==> src/rtl/framebuffer_byte_writer.sv <==
// Purpose : write side of the dual-port framebuffer; turns a row-major pixel byte stream into
//           port-A byte writes so each port-B word holds {all subpanels x all colour bytes}.
// Latency : 1 cycle from an accepted byte to its port-A write (wr_en/wr_addr/wr_data registered).
// Backpressure: in_ready is high for the whole frame (STREAM) and low in IDLE; the RAM never stalls.
//
// Ports:
//   clk, reset            system clock, synchronous active-high reset
//   frame_start           pulse that (re)starts a frame at pixel (row 0, col 0), byte 0
//   in_data/in_valid/in_ready   8-bit byte stream, valid/ready handshake
//   wr_en/wr_addr/wr_data port-A byte write; address/data hold between writes
//   frame_done            one-cycle pulse coincident with the final write of a frame
//   frame_abort           one-cycle pulse when a restart discards a partially received frame
//   busy                  high while a frame is being streamed
module framebuffer_byte_writer #(
  parameter int PIXEL_WIDTH      = 64,
  parameter int PIXEL_HEIGHT     = 32,
  parameter int PIXEL_HALFHEIGHT = 16,
  parameter int BYTES_PER_PIXEL  = 2,
  localparam int SPB  = $clog2(PIXEL_HEIGHT / PIXEL_HALFHEIGHT),
  localparam int CB   = $clog2(BYTES_PER_PIXEL),
  localparam int RB   = $clog2(PIXEL_HALFHEIGHT),
  localparam int COLB = $clog2(PIXEL_WIDTH),
  localparam int AW   = SPB + CB + RB + COLB
) (
  input  logic          clk,
  input  logic          reset,
  input  logic          frame_start,
  input  logic [7:0]    in_data,
  input  logic          in_valid,
  output logic          in_ready,
  output logic          wr_en,
  output logic [AW-1:0] wr_addr,
  output logic [7:0]    wr_data,
  output logic          frame_done,
  output logic          frame_abort,
  output logic          busy
);

  // Terminal values of each cursor. BYTES_PER_PIXEL need not be a power of two,
  // so byte_idx wraps by compare rather than by overflow.
  localparam logic [CB-1:0]   BYTE_LAST = CB'(BYTES_PER_PIXEL - 1);
  localparam logic [COLB-1:0] COL_LAST  = COLB'(PIXEL_WIDTH - 1);
  localparam logic [RB-1:0]   ROW_LAST  = RB'(PIXEL_HALFHEIGHT - 1);
  localparam logic [SPB-1:0]  SP_LAST   = SPB'(PIXEL_HEIGHT / PIXEL_HALFHEIGHT - 1);

  typedef enum logic {
    ST_IDLE   = 1'b0,
    ST_STREAM = 1'b1
  } state_t;

  state_t state, state_nxt;

  // Position of the next byte to be accepted.
  logic [CB-1:0]   byte_idx,    byte_idx_nxt;
  logic [COLB-1:0] col,         col_nxt;
  logic [RB-1:0]   row_in_half, row_in_half_nxt;
  logic [SPB-1:0]  subpanel,    subpanel_nxt;

  // Set once the current frame has delivered at least one byte; a restart
  // only counts as an abort when there was something to throw away.
  logic frame_has_data, frame_has_data_nxt;

  logic accept;       // handshake completes this cycle
  logic accept_wr;    // handshake that actually produces a write
  logic last_byte;    // cursor sits on the final byte of the frame
  logic abort_nxt;
  logic [AW-1:0] cur_addr;

  // Word address (row_in_half, col) in the upper bits so port B reads one
  // pixel column of every subpanel at once; lane = {subpanel, byte_idx}.
  assign cur_addr = {row_in_half, col, subpanel, byte_idx};

  assign in_ready = (state == ST_STREAM);
  assign busy     = (state == ST_STREAM);
  assign accept   = in_valid & in_ready;

  assign last_byte = (byte_idx == BYTE_LAST) && (col == COL_LAST) &&
                     (row_in_half == ROW_LAST) && (subpanel == SP_LAST);

  always_comb begin
    state_nxt          = state;
    byte_idx_nxt       = byte_idx;
    col_nxt            = col;
    row_in_half_nxt    = row_in_half;
    subpanel_nxt       = subpanel;
    frame_has_data_nxt = frame_has_data;
    abort_nxt          = 1'b0;
    // A restart in the same cycle as a handshake drops that byte.
    accept_wr          = accept & ~frame_start;

    case (state)
      ST_IDLE: begin
        if (frame_start) begin
          state_nxt = ST_STREAM;
        end
      end
      ST_STREAM: begin
        if (frame_start) begin
          state_nxt = ST_STREAM;
        end else if (accept && last_byte) begin
          state_nxt = ST_IDLE;
        end
      end
      default: state_nxt = ST_IDLE;
    endcase

    if (frame_start) begin
      abort_nxt          = (state == ST_STREAM) && frame_has_data;
      byte_idx_nxt       = '0;
      col_nxt            = '0;
      row_in_half_nxt    = '0;
      subpanel_nxt       = '0;
      frame_has_data_nxt = 1'b0;
    end else if (accept_wr) begin
      // Odometer: byte -> column -> row within subpanel -> subpanel. The last
      // byte rolls every digit over, leaving all cursors at zero for the next frame.
      frame_has_data_nxt = ~last_byte;
      if (byte_idx == BYTE_LAST) begin
        byte_idx_nxt = '0;
        if (col == COL_LAST) begin
          col_nxt = '0;
          if (row_in_half == ROW_LAST) begin
            row_in_half_nxt = '0;
            if (subpanel == SP_LAST) begin
              subpanel_nxt = '0;
            end else begin
              subpanel_nxt = subpanel + 1'b1;
            end
          end else begin
            row_in_half_nxt = row_in_half + 1'b1;
          end
        end else begin
          col_nxt = col + 1'b1;
        end
      end else begin
        byte_idx_nxt = byte_idx + 1'b1;
      end
    end
  end

  always_ff @(posedge clk) begin
    if (reset) begin
      state          <= ST_IDLE;
      byte_idx       <= '0;
      col            <= '0;
      row_in_half    <= '0;
      subpanel       <= '0;
      frame_has_data <= 1'b0;
      wr_en          <= 1'b0;
      wr_addr        <= '0;
      wr_data        <= '0;
      frame_done     <= 1'b0;
      frame_abort    <= 1'b0;
    end else begin
      state          <= state_nxt;
      byte_idx       <= byte_idx_nxt;
      col            <= col_nxt;
      row_in_half    <= row_in_half_nxt;
      subpanel       <= subpanel_nxt;
      frame_has_data <= frame_has_data_nxt;
      wr_en          <= accept_wr;
      frame_done     <= accept_wr & last_byte;
      frame_abort    <= abort_nxt;
      // Address/data hold their last value between writes.
      if (accept_wr) begin
        wr_addr <= cur_addr;
        wr_data <= in_data;
      end
    end
  end

endmodule

==> config.mk <==
export PLATFORM = sky130hd
export DESIGN_NAME = framebuffer_byte_writer
export DESIGN_NICKNAME = d
export VERILOG_FILES = /design/src/rtl/framebuffer_byte_writer.sv
export SDC_FILE = /design/constraint.sdc
export NUM_CORES = 1
export LEC_CHECK = 0
export CAP_MARGIN = 20
export CORE_MARGIN = 2
export CORE_UTILIZATION = 25
export CTS_CLUSTER_DIAMETER = 100
export CTS_CLUSTER_SIZE = 24
export DETAILED_ROUTE_END_ITERATION = 10
export PLACE_DENSITY = 0.57
export SLEW_MARGIN = 20
export SYNTH_ARGS = -nofsm -noshare
export SYNTH_HDL_FRONTEND = slang
export SYNTH_SLANG_ARGS = --single-unit
==> constraint.sdc <==
create_clock -name clk -period 2.1 [get_ports clk]
set_clock_uncertainty 0.2 [all_clocks]
set_input_delay 0.21 -clock clk [delete_from_list [all_inputs] [get_ports clk]]
set_output_delay 0.21 -clock clk [all_outputs]
set_load 0.005 [all_outputs]
# [Word-level counts from Yosys, hierarchy flattened]
# Cells that the tools add are included.
[totals] reg_bits=37 latchBits=0 ramBits=0 mem_bits_ro=0 elab_cells=41 n_memories=0
[op_classes] n_addsub=4 n_mul=0 div_mod_pow=0 magnitude_cmp=0 eq_ne=2 shifts=0 n_mux=8 bitwise=6 reduce_logical=10
[op_table] operator="adder 6 x 1 -> 6 bit, second input constant" count=1
[op_table] operator="equality test 6 bit, second input constant" count=1
[op_table] operator="2-to-1 mux 6 bit" count=1
[op_table] operator="logical AND 1 bit" count=5
[op_table] operator="2-to-1 mux 1 bit" count=5
[op_table] operator="adder 4 x 1 -> 4 bit, second input constant" count=1
[op_table] operator="equality test 4 bit, second input constant" count=1
[op_table] operator="2-to-1 mux 4 bit" count=1
[op_table] operator="AND reduction 4 bit" count=1
[op_table] operator="OR reduction 2 bit" count=2
[op_table] operator="bitwise AND 1 bit" count=3
[op_table] operator="NOT 1 bit" count=3
[op_table] operator="AND reduction 3 bit" count=1
[op_table] operator="adder 1 bit, second input constant" count=2
[op_table] operator="case mux 1 bit (2 select lines)" count=1
[op_table] operator="AND reduction 2 bit" count=1

# [Logic depth before layout (Yosys ltp)]
# Gate-level depths: netlist of run 1.
[logic_depth] ltp_word=8 mapped_depth=5

# [Worst setup path before layout of run 1]
# OpenSTA, ideal clock, no wires.
[synth_timing] path_kind="register to register" start="reg col[0]" end="reg row_in_half[3]" setup_ns=0.117 arrival_ns=1.296 t_required_ns=1.783 setup_slack_ns=0.486 stages_incl_launch_ff=6 synth_period_minus_slack_ns=1.614 cell_sequence="dfxtp_1 ha_1 and4_1 buf_6 o2111ai_1 a32o_1"
[synth_between] elab_chain_cells=2
[synth_rtl] element="start: declaration" line_no="55" source="logic [COLB-1:0] col, col_nxt;"
[synth_rtl] element="start signal: assignment" line_no="157" source="col <= col_nxt;"
[synth_rtl] element="equality test 6 bit" line_no="120" source="if (col == COL_LAST) begin"
[synth_rtl] element="AND reduction 3 bit (no line)"
[synth_rtl] element="end signal: assignment" line_no="158" source="row_in_half <= row_in_half_nxt;"
[synth_rtl] element="end: declaration" line_no="56" source="logic [RB-1:0] row_in_half, row_in_half_nxt;"
# No other way between the ends.
# A chain may end at the register's enable or synchronous reset.

# [Worst setup path in the final report of run 1]
# Same ends and word-level chain as after synthesis.

==> out/qor.yml, run 1 <==
synthesis:
  syn_nets: 190
  yosysUniqueCellTypes: 39
  post_synth_instance_area_sq_mm: 0.00153
  yosysSeqAreaShare_pct: 48.5
  ys_async_sr_fraction_pct: 0
  ys_ff_latch: 37
  synthCells: 176
  yosys.area.top_type: "dfxtp_1"
  ys_warn_count: 0
  yosys_most_used_dff: "dfxtp_1"
  postSynthAreaPerCell_sq_um: 8.68
  synth_edf_count: 0
  synth.area.top_cells: "dfxtp_1, nand2_1, a21oi_1, nand4_1, ha_1"
  synth_top_area_share_pct: 48.5
worst_setup_path:
  crit_arrival_ns: 1.82
  crit_type: "register to register"
  critPathMaxFanout: 7
  required_ns: 2.08
  slowest_stage: "dfxtp_1"
  crit_path_end_kind: "register"
  max_stage_delay_ns: 0.43
  rrSetupSlack_ns: 0.26
  r2r_start: "col[0]"
  start_kind: "register"
  cp_cell_sequence: "ha_1, and4_1, o2111ai_1, a32o_1"
  cp-startpoint: "col[0]"
timing:
  hold_slack_ns: 0.255
  maxSlewHeadroom_pct: 73.8
  post-route-period-util_pct: 87.8
  hold_violations: 0
  fin_tns_setup_ns: 0
  fmax_mhz: 542
  rsz0062_at_grt: "false"
  finalCriticalPeriod_ns: 1.84
  worst_pin_slew_ns: 0.391
  final-setup-viol-count: 0
  maxSlewViolCount: 0
floorplan:
  die_w_um: 82.2
  start_util_pct: 25.8
  fp.dieArea_sq_mm: 0.00675
  core_area_sq_mm: 0.00592
  fp-row-count: 28
  die_h_um: 82.2
  ios: 37
route:
  ant_nets: 0
  wl_per_cell_um: 11.9
  vias: 1341
  wl_mm: 3.41
  drc: 0
  viasPerCell: 4.67
  first_pass_iters: 4
  first_iter_violations: 43
placement:
  dp_hpwl_mm: 2.31
  gp_congestion: 0.797
  post-place-cells: 279
  portBuffers: 36
pwr:
  leakagePower_uw: 0.000681
  ir_drop_mv: 0.217
  p_per_area_mw_per_mm2: 647
final_layout:
  num-nets-final: 225
  n_antenna_cell: 0
  mostFrequentLayoutCell: "nand2_1"
  post_layout_nonfiller_instances: 287
  area_delta_synth_final_pct: 33.0
  final_cell_mix: "nand2_1, dfxtp_1, clkdlybuf4s50_1"
  drive_above_1_share_pct: 9.43
clock_tree:
  cts-resized-gates: 0
  cts_max_level: 2
  cts_hold_buf: 0
  cts-root-buf: "clkbuf_8"
  post_cts_buffers: 0
  cts_tree: "built"
  cts_sinks: 37
  path_clk_slew_ns: 0.08
  ctsLongestPathBuffers: 2
  worstSkewPairLatency_ns: 0.29
  cts_inserted_buffers: 5
grt:
  grt_pass1_vias: 1211
  grt_overflow: 0
  track_usage_pct: 11.0
  grt_max_degree: 21
  grt_pass1_wl_mm: 5.73
  antenna_found_initial: 0
min_path:
  worst_hold_startpoint: "wr_data[0]"
  hold_class: "register to register"
job:
  max-cap-violations: 0
run_status:
  status: "complete, no violations"
## final timing paths
| check | cells past startpoint | to |
|---|---|---|
| setup / recovery | 4 | row_in_half[3] |
| hold / removal | 2 | wr_data[0] |
| setup reg to reg | 4 | row_in_half[3] |
| hold reg to reg | 2 | wr_data[0] |
## report_power, final
part / switching, uW / internal, uW
sequential: 5.94 / 708
combinational: 36.0 / 42.4
clock: 257 / 266
## cell families after synthesis
logic type               after synthesis  synth area share (%)
multiplexers                           2                  1.31
AND/OR/NAND/NOR                       76                  25.2
buffers and inverters                 16                  5.98
adder cells (fa/ha/maj)                2                  1.64
XOR/XNOR                               1                 0.573
flip-flops                            37                  48.5
AO/OA/AOI/OAI                         42                  16.8
## synthesized netlist by cell type, types with 2 or more instances
cell type and count:
a211oi_1 3, buf_2 4, dfxtp_1 37, a31oi_1 2
nand2_1 45, a21oi_1 26, clkbuf_1 3, buf_6 2
ha_1 2, mux2i_1 2, buf_4 3, o31ai_1 3
nand4_1 6, nor3b_2 2, inv_1 4, and2_1 2
and3_1 3, o2111ai_1 2, nor2_1 5
## worst max-delay path, delay by kind of cell (launching register included)
| family | cells | cell delay, ns |
|---|---|---|
| flops | 1 | 0.43 |
| compound gates | 2 | 0.42 |
| simple gates | 1 | 0.37 |
| fa+ha+maj | 1 | 0.32 |
## per-layer routing
metal | global-route usage (%) | part of all wire, %
met5 | 0 | 0
met4 | 4.50 | 1.1
met3 | 2.93 | 5.4
met2 | 17.6 | 45
met1 | 14.0 | 49
## flip-flops by register name (all words and copies together) (netlist names)
name / count
wr_data: 8
frame_done: 1
frame_abort: 1
row_in_half: 4
busy: 1
frame_has_data: 1
wr_addr: 12
byte_idx: 1
col: 6
subpanel: 1
wr_en: 1
## cell type report
type | instances | area [sq um]
sequential | 37 | 741
tap | 75 | 93.8
inverter | 4 | 15.0
clock inverter | 2 | 13.8
timing repair buffer | 40 | 390
multi-input combinational | 123 | 696
fill | 610 | 3890
clock buffer | 6 | 82.6
## through the flow
step	cell area (sq um)	setup WS [ns]	utilization, %	total power (uW)
after floorplan	1530	0.486	-	765
final	2030	0.255	34.3	1320
after detailed placement	1940	0.125	32.7	811
after global placement	1940	0.162	32.7	810
after global routing	2030	0.141	34.3	1380
after CTS	2030	0.264	34.3	1340
Power figures use the tool's default switching activity.
==> run 2, diff against run 1 <==
MAX_ROUTING_LAYER = met4   (was not set)
==> run 2 against run 1 <==
Clock-buffer cell count unchanged. First-iteration DRC count is 14% higher. Critical path depth is the same. Final area unchanged. Routed wire length fell by 0.35%. Power fell by 0.16%. Global-route usage is 0.31 points higher. Largest power group unchanged. Utilization did not move. Die area unchanged. Hold slack is essentially flat. Sequential cell count did not move. Setup slack lost 0.00096 ns.
==> out/qor.yml, run 2 (synthesis results as in run 1) <==
placement:
  postPlaceCellArea_sq_mm: 0.00194  # unchanged
  gp_congestion: 0.808  # +1.4%
  portBuffers: 36  # unchanged
  preCtsSetupSlack_ns: 0.125  # unchanged
  dp_hpwl_mm: 2.31  # unchanged
grt:
  antenna_found_initial: 0  # unchanged
  met2_usage_pct: 17.6  # unchanged
  busiest_layer: "met2"
  use_met3_pct: 2.93  # unchanged
  grt_pass1_wl_mm: 5.73  # unchanged
  globalRouteMet1Util_pct: 14.0  # unchanged
  grt_overflow: 0  # unchanged
  track_usage_pct: 11.3  # +0.31 points
  grt_pass1_vias: 1205  # -0.50%
  grt_max_degree: 21  # unchanged
worst_setup_path:
  start_kind: "register"
  r2r_cells: 4  # unchanged
  path_delay_family: "flip-flops"
  crit_arrival_ns: 1.82  # about the same
  cp-startpoint: "col[0]"
  r2r-end: "row_in_half[3]"
  crit_type: "register to register"
  crit_path_end_kind: "register"
  r2r_start: "col[0]"
  slowest_stage: "dfxtp_1"
  rrSetupSlack_ns: 0.25  # about the same
  path_buf_inv: 0  # unchanged
  max_stage_delay_ns: 0.43  # about the same
  required_ns: 2.07  # about the same
  cp_cell_sequence: "ha_1, and4_1, o2111ai_1, a32o_1"
  worstSetupEndpoint: "row_in_half[3]"
  critPathMaxFanout: 7  # unchanged
  cp.depth: 4  # unchanged
clock_tree:
  cts_tree: "built"
  post_cts_buffers: 0  # unchanged
  worstSkewPairLatency_ns: 0.29  # about the same
  path_clk_slew_ns: 0.08  # about the same
  cts_hold_buf: 0  # unchanged
  ctsLongestPathBuffers: 2  # unchanged
  cts-root-buf: "clkbuf_8"
  cts_max_level: 2  # unchanged
  cts_sinks: 37  # unchanged
  cts_inserted_buffers: 5  # unchanged
  cts-resized-gates: 0  # unchanged
timing:
  rsz0062_at_grt: "false"
  worst_slack_ns: 0.254  # -0.000958 ns
  final-setup-viol-count: 0  # unchanged
  fin_tns_setup_ns: 0  # unchanged
  maxSlewHeadroom_pct: 73.8  # about the same
  maxSlewViolCount: 0  # unchanged
  post-route-period-util_pct: 87.9  # about the same
  worst_pin_slew_ns: 0.393  # +0.00158 ns
  finalCriticalPeriod_ns: 1.85  # +0.000958 ns
  fmax_mhz: 542  # about the same
  hold_violations: 0  # unchanged
final_layout:
  drive_above_1_share_pct: 9.43  # unchanged
  mostFrequentLayoutCell: "nand2_1"
  area_delta_synth_final_pct: 33.0  # unchanged
  final_area_sq_mm: 0.00203  # unchanged
  n_antenna_cell: 0  # unchanged
  largest_reg_flops: 12  # unchanged
  top_register: "wr_addr"
  final_cell_mix: "nand2_1, dfxtp_1, clkdlybuf4s50_1"
  reg.largest.list: "wr_addr (12), wr_data (8), col (6)"
  num-nets-final: 225  # unchanged
floorplan:
  ios: 37  # unchanged
  fp-row-count: 28  # unchanged
  start_util_pct: 25.8  # unchanged
  fp.dieArea_sq_mm: 0.00675  # unchanged
  die_w_um: 82.2  # unchanged
  die_h_um: 82.2  # unchanged
  core_area_sq_mm: 0.00592  # unchanged
route:
  ant_nets: 0  # unchanged
  wl_mm: 3.40  # -0.35%
  first_iter_violations: 49  # +14%
  drc: 0  # unchanged
  viasPerCell: 4.66  # -0.30%
  wl_per_cell_um: 11.8  # -0.35%
  first_pass_iters: 4  # unchanged
  vias: 1337  # -0.30%
min_path:
  hold_class: "register to register"
pwr:
  power.internal_uw: 1020  # about the same
  leakagePower_uw: 0.000681  # unchanged
  combPwrFrac_pct: 5.9  # about the same
  p_switching_uw: 297  # -0.72%
  p_clk_share_pct: 39.6  # about the same
  ir_drop_mv: 0.218  # +0.45%
  netSwitchingFraction_pct: 22.6  # -0.13 points
  p_seq_share_pct: 54.4  # about the same
  p_per_area_mw_per_mm2: 646  # -0.16%
run_status:
  status: "complete, no violations"
job:
  max-cap-violations: 0  # unchanged
## run 2: worst min path at each step
| stage | startpoint | to | cells after the start |
|---|---|---|---|
| after CTS | wr_data[4] | wr_data[4] | 2 |
| after detailed placement | wr_data[4] | wr_data[4] | 2 |
| after floorplan | in_data[0] | wr_data[0] | 2 |
| after global routing | wr_addr[2] | wr_addr[2] | 2 |
| final | wr_data[0] | wr_data[0] | 2 |
| after global placement | wr_data[4] | wr_data[4] | 2 |
## run 2: final cells by class
class	count	area (sq um)
Fill cell	610	3890
Sequential cell	37	741
Multi-Input combinational cell	123	696
Timing Repair Buffer	40	390
Tap cell	75	93.8
Clock buffer	6	82.6
Inverter	4	15.0
Clock inverter	2	13.8
## run 2: routing by layer
layer  wire length (um)  part of all wire [%]  up-vias
li1                   -                     -      691
met1               1650                    49      609
met2               1530                    45       33
met3                178                   5.2        4
met4                 37                   1.1        0
met5                  0                     0        -
## run 2: power groups by stage
stage	sequential, uW	combinational (uW)	clock, uW
2_1_floorplan	731	34.3	0
3_3_place_gp	731	79.4	0
3_5_place_dp	731	79.7	0
4_1_cts	714	80.2	541
5_1_grt	716	86.5	574
6_report	714	78.1	521
## run 2: stage by stage
step	power, uW	instances	hold slack, ns	utilization [%]
finish	1310	287	0.255	34.3
global route	1380	287	0.273	34.3
CTS	1340	287	0.257	34.3
detailed placement	811	279	0.246	32.7
global placement	810	279	0.241	32.7
floorplan	765	176	0.146	-
## run 2: tightest hold or removal path, delay by kind of cell, from the launching register on
kind	cells	cell delay [ns]
DFF	1	0.31
and+or+nand+nor	1	0.05
AOI/OAI and AO/OA	1	0.05
==> RTL edit 1 (config.mk and constraints of run 2) <==
`PIXEL_HEIGHT`: 32 -> 64.
--- a/src/rtl/framebuffer_byte_writer.sv
+++ b/src/rtl/framebuffer_byte_writer.sv
@@ -13,7 +13,7 @@
 //   busy                  high while a frame is being streamed
 module framebuffer_byte_writer #(
   parameter int PIXEL_WIDTH      = 64,
-  parameter int PIXEL_HEIGHT     = 32,
+  parameter int PIXEL_HEIGHT     = 64,
   parameter int PIXEL_HALFHEIGHT = 16,
   parameter int BYTES_PER_PIXEL  = 2,
   localparam int SPB  = $clog2(PIXEL_HEIGHT / PIXEL_HALFHEIGHT),
Ports: changed (resized wr_addr); port bits go from 37 to 38. The function was not compared with the original's and may differ.
==> RTL edit 1 against run 2 <==
- total power increased by 2.2%
- combinational power up 6.0%
- worst setup slack gained 0.011 ns
- critical path depth is 1 higher
- wire length is 1.2% higher
- final area is 2.6% higher
- maximum frequency rose by 0.59%
- global-route usage up 0.63 points
- sequential cell count rose by 2
- utilization rose by 1.1 points
- synthesized area is 1.2% lower
- critical path type unchanged
- critical endpoint is now row_in_half[0]
- highest routed layer unchanged
==> RTL edit 1: results (changes against run 2) <==
yosysUniqueCellTypes: 30  # -23%
reg_top3: "wr_addr (13), wr_data (8), col (6)"
wl_met2_mm: 1.47  # -3.6%
wl_per_cell_um: 11.5  # -2.9%
relSlewSlack_pct: 72.8  # -1.0 points
drtIter0Drc: 63  # +29%
grt_first_pass_wirelength_mm: 5.81  # +1.3%
post-place-ws_ns: 0.0488  # -0.0758 ns
seqPwrFrac_pct: 55.8  # +1.4 points
grt_use_met2_pct: 17.7  # +0.14 points
numCtsBuffers: 5  # unchanged
cp_max_fo: 8  # +1
place_area_sq_um: 2000  # +3.2%
status: "finished, final reports clean"
avgViaCountPerCell: 4.50  # -3.4%
synth_area_leaders: "dfxtp_1, nand2_1, a21oi_1, nor2_1, ha_1"
syn_inst: 181  # +2.8%
synth_flop_cell: "dfxtp_1"
vdd_drop_max_mv: 0.315  # +44%
drt-met1-wl_mm: 1.67  # +0.97%
cts-resized-gates: 0  # unchanged
syn-num-nets: 196  # +3.2%
routed-wl-met3_um: 214  # +20%
synthAdderAreaFrac_pct: 2.49  # +0.85 points
antenna_found_initial: 0  # unchanged
htree_levels: 2  # unchanged
grt_max_degree: 26  # +24%
grt_pass1_vias: 1305  # +8.3%
clockRootBuffer: "clkbuf_8"
drive_above_1_share_pct: 9.82  # +0.39 points
crit_arrival_ns: 1.86  # +0.04 ns
synth_mux_area_share_pct: 0.663  # -0.65 points
p_leak_nw: 0.732  # +7.5%
hpwl_mm: 2.30  # -0.33%
synth.cells.most_frequent: "nand2_1, dfxtp_1, a21oi_1"
port_buffers: 37  # +2.8%
dp.cells: 292  # +4.7%
pg_clk_uw: 510  # -2%
gr-usage-met1_pct: 14.1  # +0.10 points
clk_pin_slew_ns: 0.08  # about the same
min_from: "wr_addr[6]"
met3_usage_pct: 3.74  # +0.80 points
grt_usage_pct: 11.9  # +0.63 points
synthXorXnorAreaFrac_pct: 2.32  # +1.7 points
postRouteWirelength_mm: 3.44  # +1.2%
synth_compound_area_share_pct: 13.0  # -3.8 points
ys_seq_area_share_pct: 51.7  # +3.3 points
p_sw_uw: 294  # -0.91%
nets: 239  # +6.2%
gp_congestion: 0.829  # +2.5%
RTL edit 1: cell type report:
class / instances / area (sq um)
fillers: 634 / 3800
clock inverters: 1 / 5.00
clock buffers: 6 / 82.6
flip-flops and latches: 39 / 781
multi-input cells: 130 / 671
repair buffers: 48 / 453
well taps: 75 / 93.8
RTL edit 1: final timing paths:
check	end	slack, ns	cells past startpoint
worst max-delay path	row_in_half[0]	0.27	5
worst min-delay path	wr_addr[6]	0.26	2
worst max register to register	row_in_half[0]	0.27	5
worst min register to register	wr_addr[6]	0.26	2
RTL edit 1: critical path, stage by stage, from the launching register on:
cell and delay (ns):
dfxtp_1 0.33, ha_1 0.22, and4_1 0.35, nand3_2 0.18, or3_1 0.36, a21oi_1 0.14
RTL edit 1: through the flow:
step | util, % | power (mW)
floorplan | - | 0.799
global placement | 33.9 | 0.850
detailed placement | 33.9 | 0.850
CTS | 35.4 | 1.36
global route | 35.4 | 1.40
finish | 35.4 | 1.34
==> RTL edit 2 (settings of run 2) <==
Without the edit above. Make the reset (`reset`) asynchronous in one clocked block. Comments in the files are not updated.
--- a/src/rtl/framebuffer_byte_writer.sv
+++ b/src/rtl/framebuffer_byte_writer.sv
@@ -138,7 +138,7 @@
     end
   end
 
-  always_ff @(posedge clk) begin
+  always_ff @(posedge clk or posedge reset) begin
     if (reset) begin
       state          <= ST_IDLE;
       byte_idx       <= '0;
Behaviour: differs if reset is asserted again (counterexample within 4 cycles, from zero or initial values and one cycle with reset high); with reset held inactive, the same outputs for 10 cycles.
==> RTL edit 2 against run 2 <==
- wire length grew 3.3%
- via count is 14% lower
- first-iteration DRC count shrank 27%
- die area rose by 14%
- sequential cell count unchanged
- maximum frequency down 0.75%
- worst setup slack got worse by 0.014 ns
- synthesized area grew 14%
- final area rose by 12%
- global-route usage down 0.97 points
- critical path type unchanged
Power is not compared: it rests on default switching activity, and its combinational part moved more than twofold at a synthesized area within 25%.
==> RTL edit 2: results (changes against run 2) <==
status: "finished, final reports clean"
met3_usage_pct: 3.49  # +0.55 points
vdd_drop_max_mv: 0.185
syn_inst: 133  # -24%
synth.cells.most_frequent: "dfrtp_1, mux2_4, a21oi_1"
yosys.area.top_type: "dfrtp_1"
ys_seq_area_share_pct: 52.9  # +4.4 points
grt_pass1_vias: 1140  # -5.4%
grt_first_pass_wirelength_mm: 5.82  # +1.4%
yosysUniqueCellTypes: 40  # +2.6%
endpoint: "frame_has_data"
holdWs_ns: 0.144  # -0.111 ns
drtIter0Drc: 36  # -27%
grt_usage_pct: 10.3  # -0.97 points
ys_warn_count: 0  # unchanged
fin_crit_sh_pct: 88.5  # +0.66 points
layout.cells.non_filler: 270  # -5.9%
routed-wl-met3_um: 175  # -1.7%
dp.cells: 262  # -6.1%
htree_levels: 2  # unchanged
total_power_mw: 1.49
synthAdderAreaFrac_pct: 1.43  # -0.21 points
synthArstFlopShare_pct: 100  # +100 points
nets: 187  # -17%
switching_share_pct: 23.4
hp-class: "input port to asynchronous set/reset pin"
drt-met1-wl_mm: 1.78  # +7.7%
port_buffers: 36  # unchanged
synth_compound_area_share_pct: 8.73  # -8.1 points
grt_max_degree: 38  # +81%
gr-usage-met1_pct: 13.2  # -0.74 points
reg2reg_from: "col[0]"
post-place-ws_ns: 0.109  # -0.0154 ns
gp_congestion: 0.798  # -1.3%
synth_area_leaders: "dfrtp_1, mux2_4, a21oi_1, nand2_1, and4_1"
synth_mux_area_share_pct: 16.7  # +15 points
grt_use_met2_pct: 14.7  # -2.9 points
vias: 1155  # -14%
hpwl_mm: 2.38  # +3.2%
tightest_slew_ns: 0.485  # +0.0921 ns
syn-num-nets: 147  # -23%
wl_met2_mm: 1.50  # -1.9%
p_leak_nw: 0.992
drive_above_1_share_pct: 21.8  # +12 points
-- RTL edit 2: changes by cell type after synthesis, sizes merged, moves of 5 or more --
cell	run 2	this run
a21oi	27	12
dfrtp	0	37
dfxtp	37	0
mux2	0	20
nand2	45	8
nand3	1	7
o21ai	0	5
-- RTL edit 2: cell families (layout without fill, tap and decap cells) --
group,count (synthesis),in the layout
AO/OA/AOI/OAI,25,25
XOR/XNOR,2,2
AND/OR/NAND/NOR,35,35
multiplexers,20,20
buffers and inverters,12,53
flip-flops,37,37
adder cells (fa/ha/maj),2,2
-- RTL edit 2: layout make-up --
type / count / area (sq um)
Fill cell: 680 / 4510
Timing Repair Buffer: 42 / 405
Tap cell: 96 / 120
Clock buffer: 6 / 82.6
Inverter: 3 / 11.3
Multi-Input combinational cell: 84 / 723
Clock inverter: 2 / 13.8
Sequential cell: 37 / 926
-- RTL edit 2: worst max-delay path, stage by stage, from the launching register on --
cell and delay, ns:
dfrtp_1 0.45, ha_1 0.29, nand2_1 0.15, nor4_1 0.48
a311oi_1 0.16
